**config.mk**
```make
export PLATFORM = sky130hd
export DESIGN_NAME = vx_table_sequencer_flat
export DESIGN_NICKNAME = d
export VERILOG_FILES = /design/src/rtl/vx_table_sequencer_if.sv /design/src/rtl/vx_table_sequencer.sv /design/src/flat_wrapper.sv
export SDC_FILE = /design/constraint.sdc
export NUM_CORES = 1
export LEC_CHECK = 0
export ABC_CLOCK_PERIOD_IN_PS = 8750
export CORE_UTILIZATION = 45
export CTS_CLUSTER_DIAMETER = 80
export DETAILED_ROUTE_END_ITERATION = 10
export GPL_ROUTABILITY_DRIVEN = 0
export PLACE_DENSITY = 0.86
export SYNTH_ARGS = -nofsm -noshare
export SYNTH_HDL_FRONTEND = slang
export SYNTH_SLANG_ARGS = --single-unit
```
**constraint.sdc**
```tcl
create_clock -name clk_in -period 8.75 [get_ports clk_in]
set_input_delay 2.1875 -clock clk_in [delete_from_list [all_inputs] [get_ports clk_in]]
set_output_delay 2.1875 -clock clk_in [all_outputs]
set_load 0.01 [all_outputs]
```
**src/rtl/vx_table_sequencer_if.sv**
```systemverilog
// Shared-divider bus between the vx table sequencer and its divider.
//   div_dividend_out / div_divisor_out : operands, valid while div_valid_out is high
//   div_valid_out                      : 1-cycle request pulse to the divider
//   div_quotient_in / div_error_in     : result, qualified by div_valid_in
//   div_valid_in                       : 1-cycle result pulse from the divider
//   div_busy_in                        : divider cannot accept a request this cycle
// The master modport is the sequencer side; the slave modport is the divider side.
interface vx_table_sequencer_if #(
  parameter int DIV_W = 32
);
  logic [DIV_W-1:0] div_dividend_out;
  logic [DIV_W-1:0] div_divisor_out;
  logic             div_valid_out;
  logic [DIV_W-1:0] div_quotient_in;
  logic             div_valid_in;
  logic             div_error_in;
  logic             div_busy_in;

  modport master (
    output div_dividend_out, div_divisor_out, div_valid_out,
    input  div_quotient_in, div_valid_in, div_error_in, div_busy_in
  );

  modport slave (
    input  div_dividend_out, div_divisor_out, div_valid_out,
    output div_quotient_in, div_valid_in, div_error_in, div_busy_in
  );
endinterface

```
**src/rtl/vx_table_sequencer.sv**
```systemverilog
// Builds the juggling horizontal-velocity table vx[0..NUM_THROWS] through one
// shared divider. A start request latches distance and frames-per-beat, then
// throw heights p = 1..NUM_THROWS are divided one after another into a shadow
// table; all entries are committed to vx_out in a single cycle so readers never
// see a half-updated table.
// Ports:
//   clk_in, rst_in     : clock, asynchronous active-high reset
//   start_in           : build request (level, sampled every cycle)
//   distance_in        : right hand x minus left hand x, pixels
//   frame_per_beat_in  : frames per beat
//   div                : master side of the shared divider bus
//   vx_out             : committed velocity table, pixels/frame (entry 0 is 0)
//   table_valid_out    : a table has been committed since reset (sticky)
//   busy_out           : a sweep is in progress
//   error_out          : 1-cycle pulse at commit if any division reported error
module vx_table_sequencer #(
  parameter int S          = 20,
  parameter int NUM_THROWS = 7,
  parameter int DIV_W      = 32
) (
  input  logic                 clk_in,
  input  logic                 rst_in,
  input  logic                 start_in,
  input  logic [10:0]          distance_in,
  input  logic [14:0]          frame_per_beat_in,
  vx_table_sequencer_if.master div,
  output logic [10:0]          vx_out [NUM_THROWS+1],
  output logic                 table_valid_out,
  output logic                 busy_out,
  output logic                 error_out
);

  localparam int VX_W   = 11;
  localparam int FPB_W  = 15;
  localparam int P_W    = $clog2(NUM_THROWS + 1);
  localparam int PROD_W = FPB_W + P_W;

  localparam logic [P_W-1:0]   FIRST_P       = P_W'(1);
  localparam logic [P_W-1:0]   LAST_P        = P_W'(NUM_THROWS);
  localparam logic [DIV_W-1:0] EVEN_DIVIDEND = DIV_W'(2 * S);

  typedef enum logic [1:0] {
    ST_IDLE,
    ST_ISSUE,
    ST_WAIT,
    ST_COMMIT
  } state_t;

  state_t state, state_nx;

  logic [P_W-1:0]   p;
  logic             pending;
  logic             err_acc;
  logic [VX_W-1:0]  dist_q;
  logic [FPB_W-1:0] fpb_q;
  logic [VX_W-1:0]  shadow [1:NUM_THROWS];

  // Dividends never exceed 2047, so the quotient fits in the low VX_W bits.
  logic unused_quot_hi;
  assign unused_quot_hi = ^div.div_quotient_in[DIV_W-1:VX_W];

  // An erroring division contributes a zero entry rather than garbage.
  function automatic logic [VX_W-1:0] vx_from_quotient(
    input logic [VX_W-1:0] q_lo,
    input logic            err
  );
    return err ? '0 : q_lo;
  endfunction

  function automatic logic [PROD_W-1:0] divisor_of(
    input logic [P_W-1:0]   pv,
    input logic [FPB_W-1:0] f
  );
    return PROD_W'(pv) * PROD_W'(f);
  endfunction

  always_comb begin
    state_nx             = state;
    div.div_valid_out    = 1'b0;
    div.div_dividend_out = p[0] ? DIV_W'(dist_q) : EVEN_DIVIDEND;
    div.div_divisor_out  = DIV_W'(divisor_of(p, fpb_q));
    busy_out             = (state != ST_IDLE);
    case (state)
      ST_IDLE: begin
        if (start_in || pending) state_nx = ST_ISSUE;
      end
      ST_ISSUE: begin
        if (!div.div_busy_in) begin
          div.div_valid_out = 1'b1;
          state_nx          = ST_WAIT;
        end
      end
      ST_WAIT: begin
        if (div.div_valid_in) state_nx = (p == LAST_P) ? ST_COMMIT : ST_ISSUE;
      end
      ST_COMMIT: begin
        state_nx = ST_IDLE;
      end
      default: state_nx = ST_IDLE;
    endcase
  end

  always_ff @(posedge clk_in or posedge rst_in) begin
    if (rst_in) begin
      state           <= ST_IDLE;
      p               <= '0;
      pending         <= 1'b0;
      err_acc         <= 1'b0;
      dist_q          <= '0;
      fpb_q           <= '0;
      table_valid_out <= 1'b0;
      error_out       <= 1'b0;
      for (int i = 1; i <= NUM_THROWS; i++) shadow[i] <= '0;
      for (int i = 0; i <= NUM_THROWS; i++) vx_out[i] <= '0;
    end else begin
      state     <= state_nx;
      error_out <= 1'b0;
      // Any number of requests during a sweep collapse into one follow-up sweep.
      if (start_in && (state != ST_IDLE)) pending <= 1'b1;
      case (state)
        ST_IDLE: begin
          if (start_in || pending) begin
            dist_q  <= distance_in;
            fpb_q   <= frame_per_beat_in;
            p       <= FIRST_P;
            pending <= 1'b0;
            err_acc <= 1'b0;
          end
        end
        ST_WAIT: begin
          if (div.div_valid_in) begin
            shadow[p] <= vx_from_quotient(div.div_quotient_in[VX_W-1:0], div.div_error_in);
            err_acc   <= err_acc | div.div_error_in;
            if (p != LAST_P) p <= p + P_W'(1);
          end
        end
        ST_COMMIT: begin
          vx_out[0] <= '0;
          for (int i = 1; i <= NUM_THROWS; i++) vx_out[i] <= shadow[i];
          table_valid_out <= 1'b1;
          error_out       <= err_acc;
        end
        default: ;
      endcase
    end
  end

endmodule

```
**src/flat_wrapper.sv**
```systemverilog
// flat-port wrapper written by rule: the top's interface ports become plain ports
module vx_table_sequencer_flat 
#(
  parameter int S          = 20,
  parameter int NUM_THROWS = 7,
  parameter int DIV_W      = 32
)
  (clk_in, rst_in, start_in, distance_in, frame_per_beat_in, vx_out, table_valid_out, busy_out, error_out, div_div_dividend_out, div_div_divisor_out, div_div_valid_out, div_div_quotient_in, div_div_valid_in, div_div_error_in, div_div_busy_in);
  vx_table_sequencer_if #(.DIV_W(DIV_W)) div_i ();
  input  logic clk_in;
  input  logic rst_in;
  input  logic start_in;
  input  logic [10:0] distance_in;
  input  logic [14:0] frame_per_beat_in;
  output logic [10:0] vx_out[NUM_THROWS+1];
  output logic table_valid_out;
  output logic busy_out;
  output logic error_out;
  output wire logic [$bits(div_i.div_dividend_out)-1:0] div_div_dividend_out;
  output wire logic [$bits(div_i.div_divisor_out)-1:0] div_div_divisor_out;
  output wire logic [$bits(div_i.div_valid_out)-1:0] div_div_valid_out;
  input wire logic [$bits(div_i.div_quotient_in)-1:0] div_div_quotient_in;
  input wire logic [$bits(div_i.div_valid_in)-1:0] div_div_valid_in;
  input wire logic [$bits(div_i.div_error_in)-1:0] div_div_error_in;
  input wire logic [$bits(div_i.div_busy_in)-1:0] div_div_busy_in;
  assign div_div_dividend_out = div_i.div_dividend_out;
  assign div_div_divisor_out = div_i.div_divisor_out;
  assign div_div_valid_out = div_i.div_valid_out;
  assign div_i.div_quotient_in = div_div_quotient_in;
  assign div_i.div_valid_in = div_div_valid_in;
  assign div_i.div_error_in = div_div_error_in;
  assign div_i.div_busy_in = div_div_busy_in;
  vx_table_sequencer #(.S(S), .NUM_THROWS(NUM_THROWS), .DIV_W(DIV_W)) u_core (.clk_in(clk_in), .rst_in(rst_in), .start_in(start_in), .distance_in(distance_in), .frame_per_beat_in(frame_per_beat_in), .div(div_i), .vx_out(vx_out), .table_valid_out(table_valid_out), .busy_out(busy_out), .error_out(error_out));
endmodule
```
==> results.py, run 1 <==
metrics = {
    "status": {
        "outcome": "completed",
    },
    "die": {
        "fp.dieW_um": 143,
        "start_util_pct": 45.8,
        "core_area_um2": 19500,
        "die-area_um2": 20400,
        "placementRows": 51,
        "design.portCount": 220,
        "fp.dieH_um": 143,
    },
    "synthesis": {
        "synthXorXnorAreaFrac_pct": 1.08,
        "ys_seq_area_share_pct": 53.0,
        "synth_ff_type": "dfrtp_1",
        "syn-cell-area_um2": 8920,
        "ys_ff_latch": 189,
        "synth-edff-count": 0,
        "yosys.area.top_type": "dfrtp_1",
        "synth-adder-area-share_pct": 5.81,
        "syn_avg_cell_area_um2": 13.0,
        "synth_area_leaders": "dfrtp_1 53%, mux2_2 22%, buf_4 3.9%, fa_1 3.1%, ha_1 2.7%",
        "yosys-mux-area-fraction_pct": 23.3,
        "synthCells": 687,
        "ys.warnings.count": 0,
        "synth_compound_area_share_pct": 2.79,
        "yosys.area_share.simple_pct": 7.51,
        "async_reset_ff_share_pct": 100,
        "ys_types": 42,
        "synth_top_cell_area_share_pct": 53.0,
        "synth_top_family_by_area": "multiplexers",
    },
    "run": {
        "maxCapViolCount": 0,
    },
    "worst_setup_path": {
        "cp_top_family": "flip-flops",
        "endpoint_kind": "primary output",
        "cp_max_fo": 32,
        "max_stage_delay_ns": 1.02,
        "cp_cell_sequence": "nand2_1, fa_1, inv_1, ha_1, nand3_1, or2_2, a21boi_0, a21oi_1, xnor2_1, clkdlybuf4s50_1",
        "critPathArrivalTime_ns": 4.20,
        "cp.buffers_inverters": 2,
        "critPathLaunchType": "flop",
        "critical_path_class": "flop to primary output",
        "critPathSlowestCell": "dfrtp_1",
        "required_ns": 6.56,
    },
    "clocking": {
        "clk_pin_slew_ns": 0.07,
        "htree_levels": 4,
        "ctsHoldBuffers": 0,
        "cts_root_buf": "clkbuf_16",
        "clock_latency_ns": 0.43,
        "post_cts_buffers": 0,
        "cts_made_buffers": 17,
        "cts.path.max_buffers": 2,
        "cts-resized-gates": 0,
        "cts_tree": "yes",
        "cts.sinks": 189,
    },
    "cells_and_area": {
        "syn_to_final_growth_pct": 24.3,
        "antennaDiodeCount": 0,
        "final_util_pct": 56.9,
        "design_area_um2": 11100,
        "drive_above_1_share_pct": 26.5,
        "nFillCells": 1601,
        "layout.nets": 930,
    },
    "grt": {
        "grt_max_degree": 106,
        "grt_pass1_vias": 5486,
        "grt_overflow_total": 0,
        "antenna_found_initial": 1,
        "grt_usage_pct": 18.8,
        "grt_pass1_wl_um": 28800,
    },
    "detailed_routing": {
        "wl_per_cell_um": 16.3,
        "ant_nets": 0,
        "firstDrtPassIters": 6,
        "postRouteWirelength_um": 18000,
        "dr_total_vias": 5485,
        "drcViolationCount": 0,
        "drt_iter0_drc": 225,
        "avgViaCountPerCell": 4.95,
    },
    "power": {
        "p_seq_share_pct": 35.3,
        "leakagePower_nw": 5.40,
        "swShare_pct": 34.1,
        "finalPower_mw": 3.53,
        "p_int_mw": 2.33,
        "powerDensity_nw_per_um2": 319,
        "combPwrFrac_pct": 43.7,
        "p_switching_mw": 1.20,
        "p_clk_share_pct": 21.0,
        "ir_drop_mv": 0.243,
    },
    "placed_design": {
        "hpwlAfterDp_um": 12500,
        "dpl-instance-area_um2": 10500,
        "numPortBuffers": 152,
        "dp_slack_ns": 2.79,
    },
    "sta": {
        "period_minus_slack_ns": 6.38,
        "slew_headroom_pct": 26.3,
        "timing.final.ws_setup_ns": 2.37,
        "skew_ns": 0.0153,
        "tightest_slew_ns": 1.11,
        "min_period_over_period_pct": 73.0,
        "tns_ns": 0,
        "finalSetupViolations": 0,
        "rsz0062_at_grt": "no",
        "fmax_ghz": 0.157,
        "drv_slew": 0,
        "report.final.hold_viol_count": 0,
    },
    "min_path": {
        "hp-class": "flop to flop",
    },
}
[per-stage QoR]
step / hold slack (ns) / instances
floorplan: 0.450 / 732
global placement: 0.449 / 1079
detailed placement: 0.451 / 1079
CTS: 0.473 / 1109
global route: 0.508 / 1109
finish: 0.471 / 1109
[layout make-up]
type / count / area (um^2) / share of cell area [%]
clock buffers: 18 / 429 / 3.87
clock inverters: 12 / 128 / 1.15
inverters: 30 / 120 / 1.08
multi-input cells: 441 / 3810 / 34.4
flip-flops and latches: 189 / 4730 / 42.7
well taps: 265 / 332 / 2.99
repair buffers: 154 / 1540 / 13.9
[layout by cell type (no fill, tap or decap), types with 5 or more instances in the layout]
master           count
a21oi_1             17
mux2_4              10
conb_1              46
clkdlybuf4s50_1    152
fa_1                14
and2_1              21
clkbuf_16           17
nand2b_1             7
inv_1               29
nor2b_1             14
ha_1                19
dfrtp_1            189
nand2_1             46
nor2_1              14
mux2_2             171
inv_6                5
nand3_1              5
a21o_1               5
xnor2_1              7
[routing by layer]
layer	GRT usage, %	vias up	share of wire, %	routed length (um)
met3	5.63	12	5.5	1000
met4	5.09	0	0.85	153
met1	24.9	2790	45	8090
li1	-	2531	-	-
met5	0	-	0	0
met2	30.1	152	49	8790
[synthesized netlist by cell type (10+ instances only)]
cell type and instances:
and2_1 21, nor2_1 14, ha_1 19, nor2b_1 14
buf_4 46, fa_1 14, mux2_2 171, inv_1 30
nand2_1 47, mux2_4 10, dfrtp_1 189, a21oi_1 17
[kinds of logic after synthesis]
| family | count (synthesis) |
|---|---|
| flip-flops | 189 |
| multiplexers | 181 |
| AO/OA/AOI/OAI | 39 |
| AND/OR/NAND/NOR | 131 |
| XOR/XNOR | 11 |
| adder cells (fa/ha/maj) | 33 |
| buffers and inverters | 102 |
| other | 1 |
[registers in the layout (all words and copies together) (netlist names)]
register / count
u_core.shadow: 77
u_core.vx_out: 77
u_core.fpb_q: 15
u_core.dist_q: 11
u_core.p: 3
u_core.state: 2
u_core.err_acc: 1
u_core.error_out: 1
u_core.pending: 1
u_core.table_valid_out: 1
[worst paths after layout]
path                            slack, ns                       to              startpoint  depth (start not counted)
worst min register to register       0.47   u_core.table_valid_out  u_core.table_valid_out                          1
min in group asynchronous            2.28        u_core.vx_out[67]                  rst_in                          2
worst max register to register       6.13        u_core.shadow[49]             u_core.p[0]                          3
max in group asynchronous            4.90        u_core.vx_out[21]                  rst_in                          3
worst max-delay path                 2.37  div_div_divisor_out[11]             u_core.p[0]                         10
worst min-delay path                 0.47   u_core.table_valid_out  u_core.table_valid_out                          1
[power groups by stage]
stage,Clock [mW],Combinational [mW],Sequential [mW]
2_1_floorplan,0,0.989,1.21
3_3_place_gp,0,1.52,1.25
3_5_place_dp,0,1.56,1.27
4_1_cts,0.759,1.56,1.25
5_1_grt,0.788,1.70,1.28
6_report,0.741,1.55,1.25
No activity file was read; power rests on OpenSTA's default activity.
==> run 2: changes to the inputs <==
ABC_CLOCK_PERIOD_IN_PS = 5900   (was 8750)
clock period = 5.9 ns   (was 8.75 ns; I/O delays follow)
==> run 2 against run 1 <==
Net effect: critical path depth rose by 1; non-clock buffer count rose by 2; final cell count increased by 0.27%; largest power group unchanged.
==> results.py, run 2 (same netlist as run 1, synthesis figures left out) <==
metrics = {
    "sta": {
        "report.final.hold_viol_count": 0,
        "tightest_slew_ns": 1.08,
        "period_minus_slack_ns": 5.59,
        "rsz0062_at_grt": "no",
        "tns_ns": 0,
        "slew_headroom_pct": 27.7,
        "min_period_over_period_pct": 94.7,
        "skew_ns": 0.0108,
        "finalSetupViolations": 0,
        "fmax_ghz": 0.179,
        "drv_slew": 0,
    },
    "worst_setup_path": {
        "critical_path_class": "flop to primary output",
        "rr_startpoint": "u_core.p[0]",
        "required_ns": 4.43,
        "cp_max_fo": 23,
        "endpoint_kind": "primary output",
        "critPathLaunchType": "flop",
        "rr_endpoint": "u_core.shadow[54]",
        "reg2reg_depth": 4,
        "reg2reg_slack_ns": 3.43,
        "critPathArrivalTime_ns": 4.11,
    },
    "cells_and_area": {
        "antennaDiodeCount": 0,
        "final_common_cell": "dfrtp_1",
        "syn_to_final_growth_pct": 24.9,
        "reg_top3": "u_core.shadow x77, u_core.vx_out x77, u_core.fpb_q x15",
        "layout.nets": 932,
        "layout_common_cells": "189 x dfrtp_1, 171 x mux2_2, 152 x clkdlybuf4s50_1, 46 x nand2_1, 46 x conb_1",
        "final_util_pct": 57.2,
        "drive_above_1_share_pct": 26.7,
    },
    "clocking": {
        "clk_pin_slew_ns": 0.07,
        "post_cts_buffers": 0,
        "cts_made_buffers": 17,
        "cts-resized-gates": 0,
        "cts_tree": "yes",
        "htree_levels": 4,
        "cts.sinks": 189,
        "clock_latency_ns": 0.43,
        "ctsHoldBuffers": 0,
        "cts.path.max_buffers": 2,
        "cts_root_buf": "clkbuf_16",
    },
    "die": {
        "core_area_um2": 19500,
        "start_util_pct": 45.8,
        "design.portCount": 220,
        "fp.dieH_um": 143,
        "placementRows": 51,
        "die-area_um2": 20400,
        "fp.dieW_um": 143,
    },
    "run": {
        "maxCapViolCount": 0,
    },
    "grt": {
        "antenna_found_initial": 0,
        "grt_max_degree": 190,
        "grt_pass1_vias": 5647,
        "use_met1_pct": 23.6,
        "grt_overflow_total": 0,
        "grt_usage_pct": 18.7,
        "grt-busiest-layer": "met2",
        "use_met2_pct": 31.4,
        "grt.met3_usage_pct": 5.10,
        "grt_pass1_wl_um": 28800,
    },
    "min_path": {
        "hold_depth": 1,
        "hp-class": "flop to flop",
        "min_to": "u_core.table_valid_out",
        "hp-start": "u_core.table_valid_out",
    },
    "status": {
        "outcome": "completed",
    },
    "detailed_routing": {
        "wl_per_cell_um": 16.2,
        "dr_total_vias": 5548,
        "ant_nets": 0,
        "postRouteWirelength_um": 18000,
        "drt_iter0_drc": 195,
        "drcViolationCount": 0,
        "avgViaCountPerCell": 4.99,
        "firstDrtPassIters": 4,
    },
    "power": {
        "ir_drop_mv": 0.335,
        "leakagePower_nw": 5.43,
        "powerDensity_nw_per_um2": 476,
    },
    "placed_design": {
        "hpwlAfterDp_um": 12500,
        "numPortBuffers": 152,
    },
}
run 2: stage by stage:
step	hold slack, ns	cell area (um^2)	worst slack, ns	total power, mW	std cells
global route	0.504	11100	0.0634	5.65	1112
detailed placement	0.451	10500	0.799	4.19	1081
CTS	0.473	11100	0.317	5.35	1112
global placement	0.450	10500	0.842	4.11	1081
finish	0.471	11100	0.314	5.30	1112
floorplan	0.450	9090	1.46	3.26	732
run 2: final cells by class:
type | instances | area (um^2)
multi-input cells | 441 | 3800
fillers | 1591 | 8330
flip-flops and latches | 189 | 4730
clock buffers | 18 | 429
repair buffers | 156 | 1560
inverters | 30 | 116
clock inverters | 13 | 163
well taps | 265 | 332
run 2: worst max-delay path, cell delays in order, from the launching register on:
cell and delay, ns:
dfrtp_1 0.67, and2_1 0.33, fa_1 0.54, ha_1 0.17, inv_1 0.06, fa_1 0.40
nand2b_1 0.19, a21o_1 0.18, and2_1 0.18, o211ai_1 0.25, xor2_1 0.17, clkdlybuf4s50_1 0.55
run 2: worst max path at each step:
stage / start / to / slack (ns) / cells after the start
6_report: u_core.p[2] / div_div_divisor_out[16] / 0.31 / 11
5_1_grt: u_core.p[2] / div_div_divisor_out[9] / 0.06 / 10
4_1_cts: u_core.p[2] / div_div_divisor_out[16] / 0.32 / 11
3_5_place_dp: u_core.p[2] / div_div_divisor_out[16] / 0.80 / 11
3_3_place_gp: u_core.p[2] / div_div_divisor_out[16] / 0.84 / 11
2_1_floorplan: u_core.p[2] / div_div_divisor_out[11] / 1.46 / 11
run 2: layer usage:
layer  up-vias  part of all wire, %
li1       2538                    -
met1      2832                   43
met2       160                   50
met3        18                  5.6
met4         0                  1.3
met5         -                    0
run 2: where the power goes:
| group | leakage (nW) | internal [mW] | switching [mW] | total (mW) |
|---|---|---|---|---|
| Sequential | 2.54 | 1.59 | 0.249 | 1.84 |
| Combinational | 2.61 | 1.28 | 1.04 | 2.31 |
| Clock | 0.284 | 0.635 | 0.511 | 1.15 |
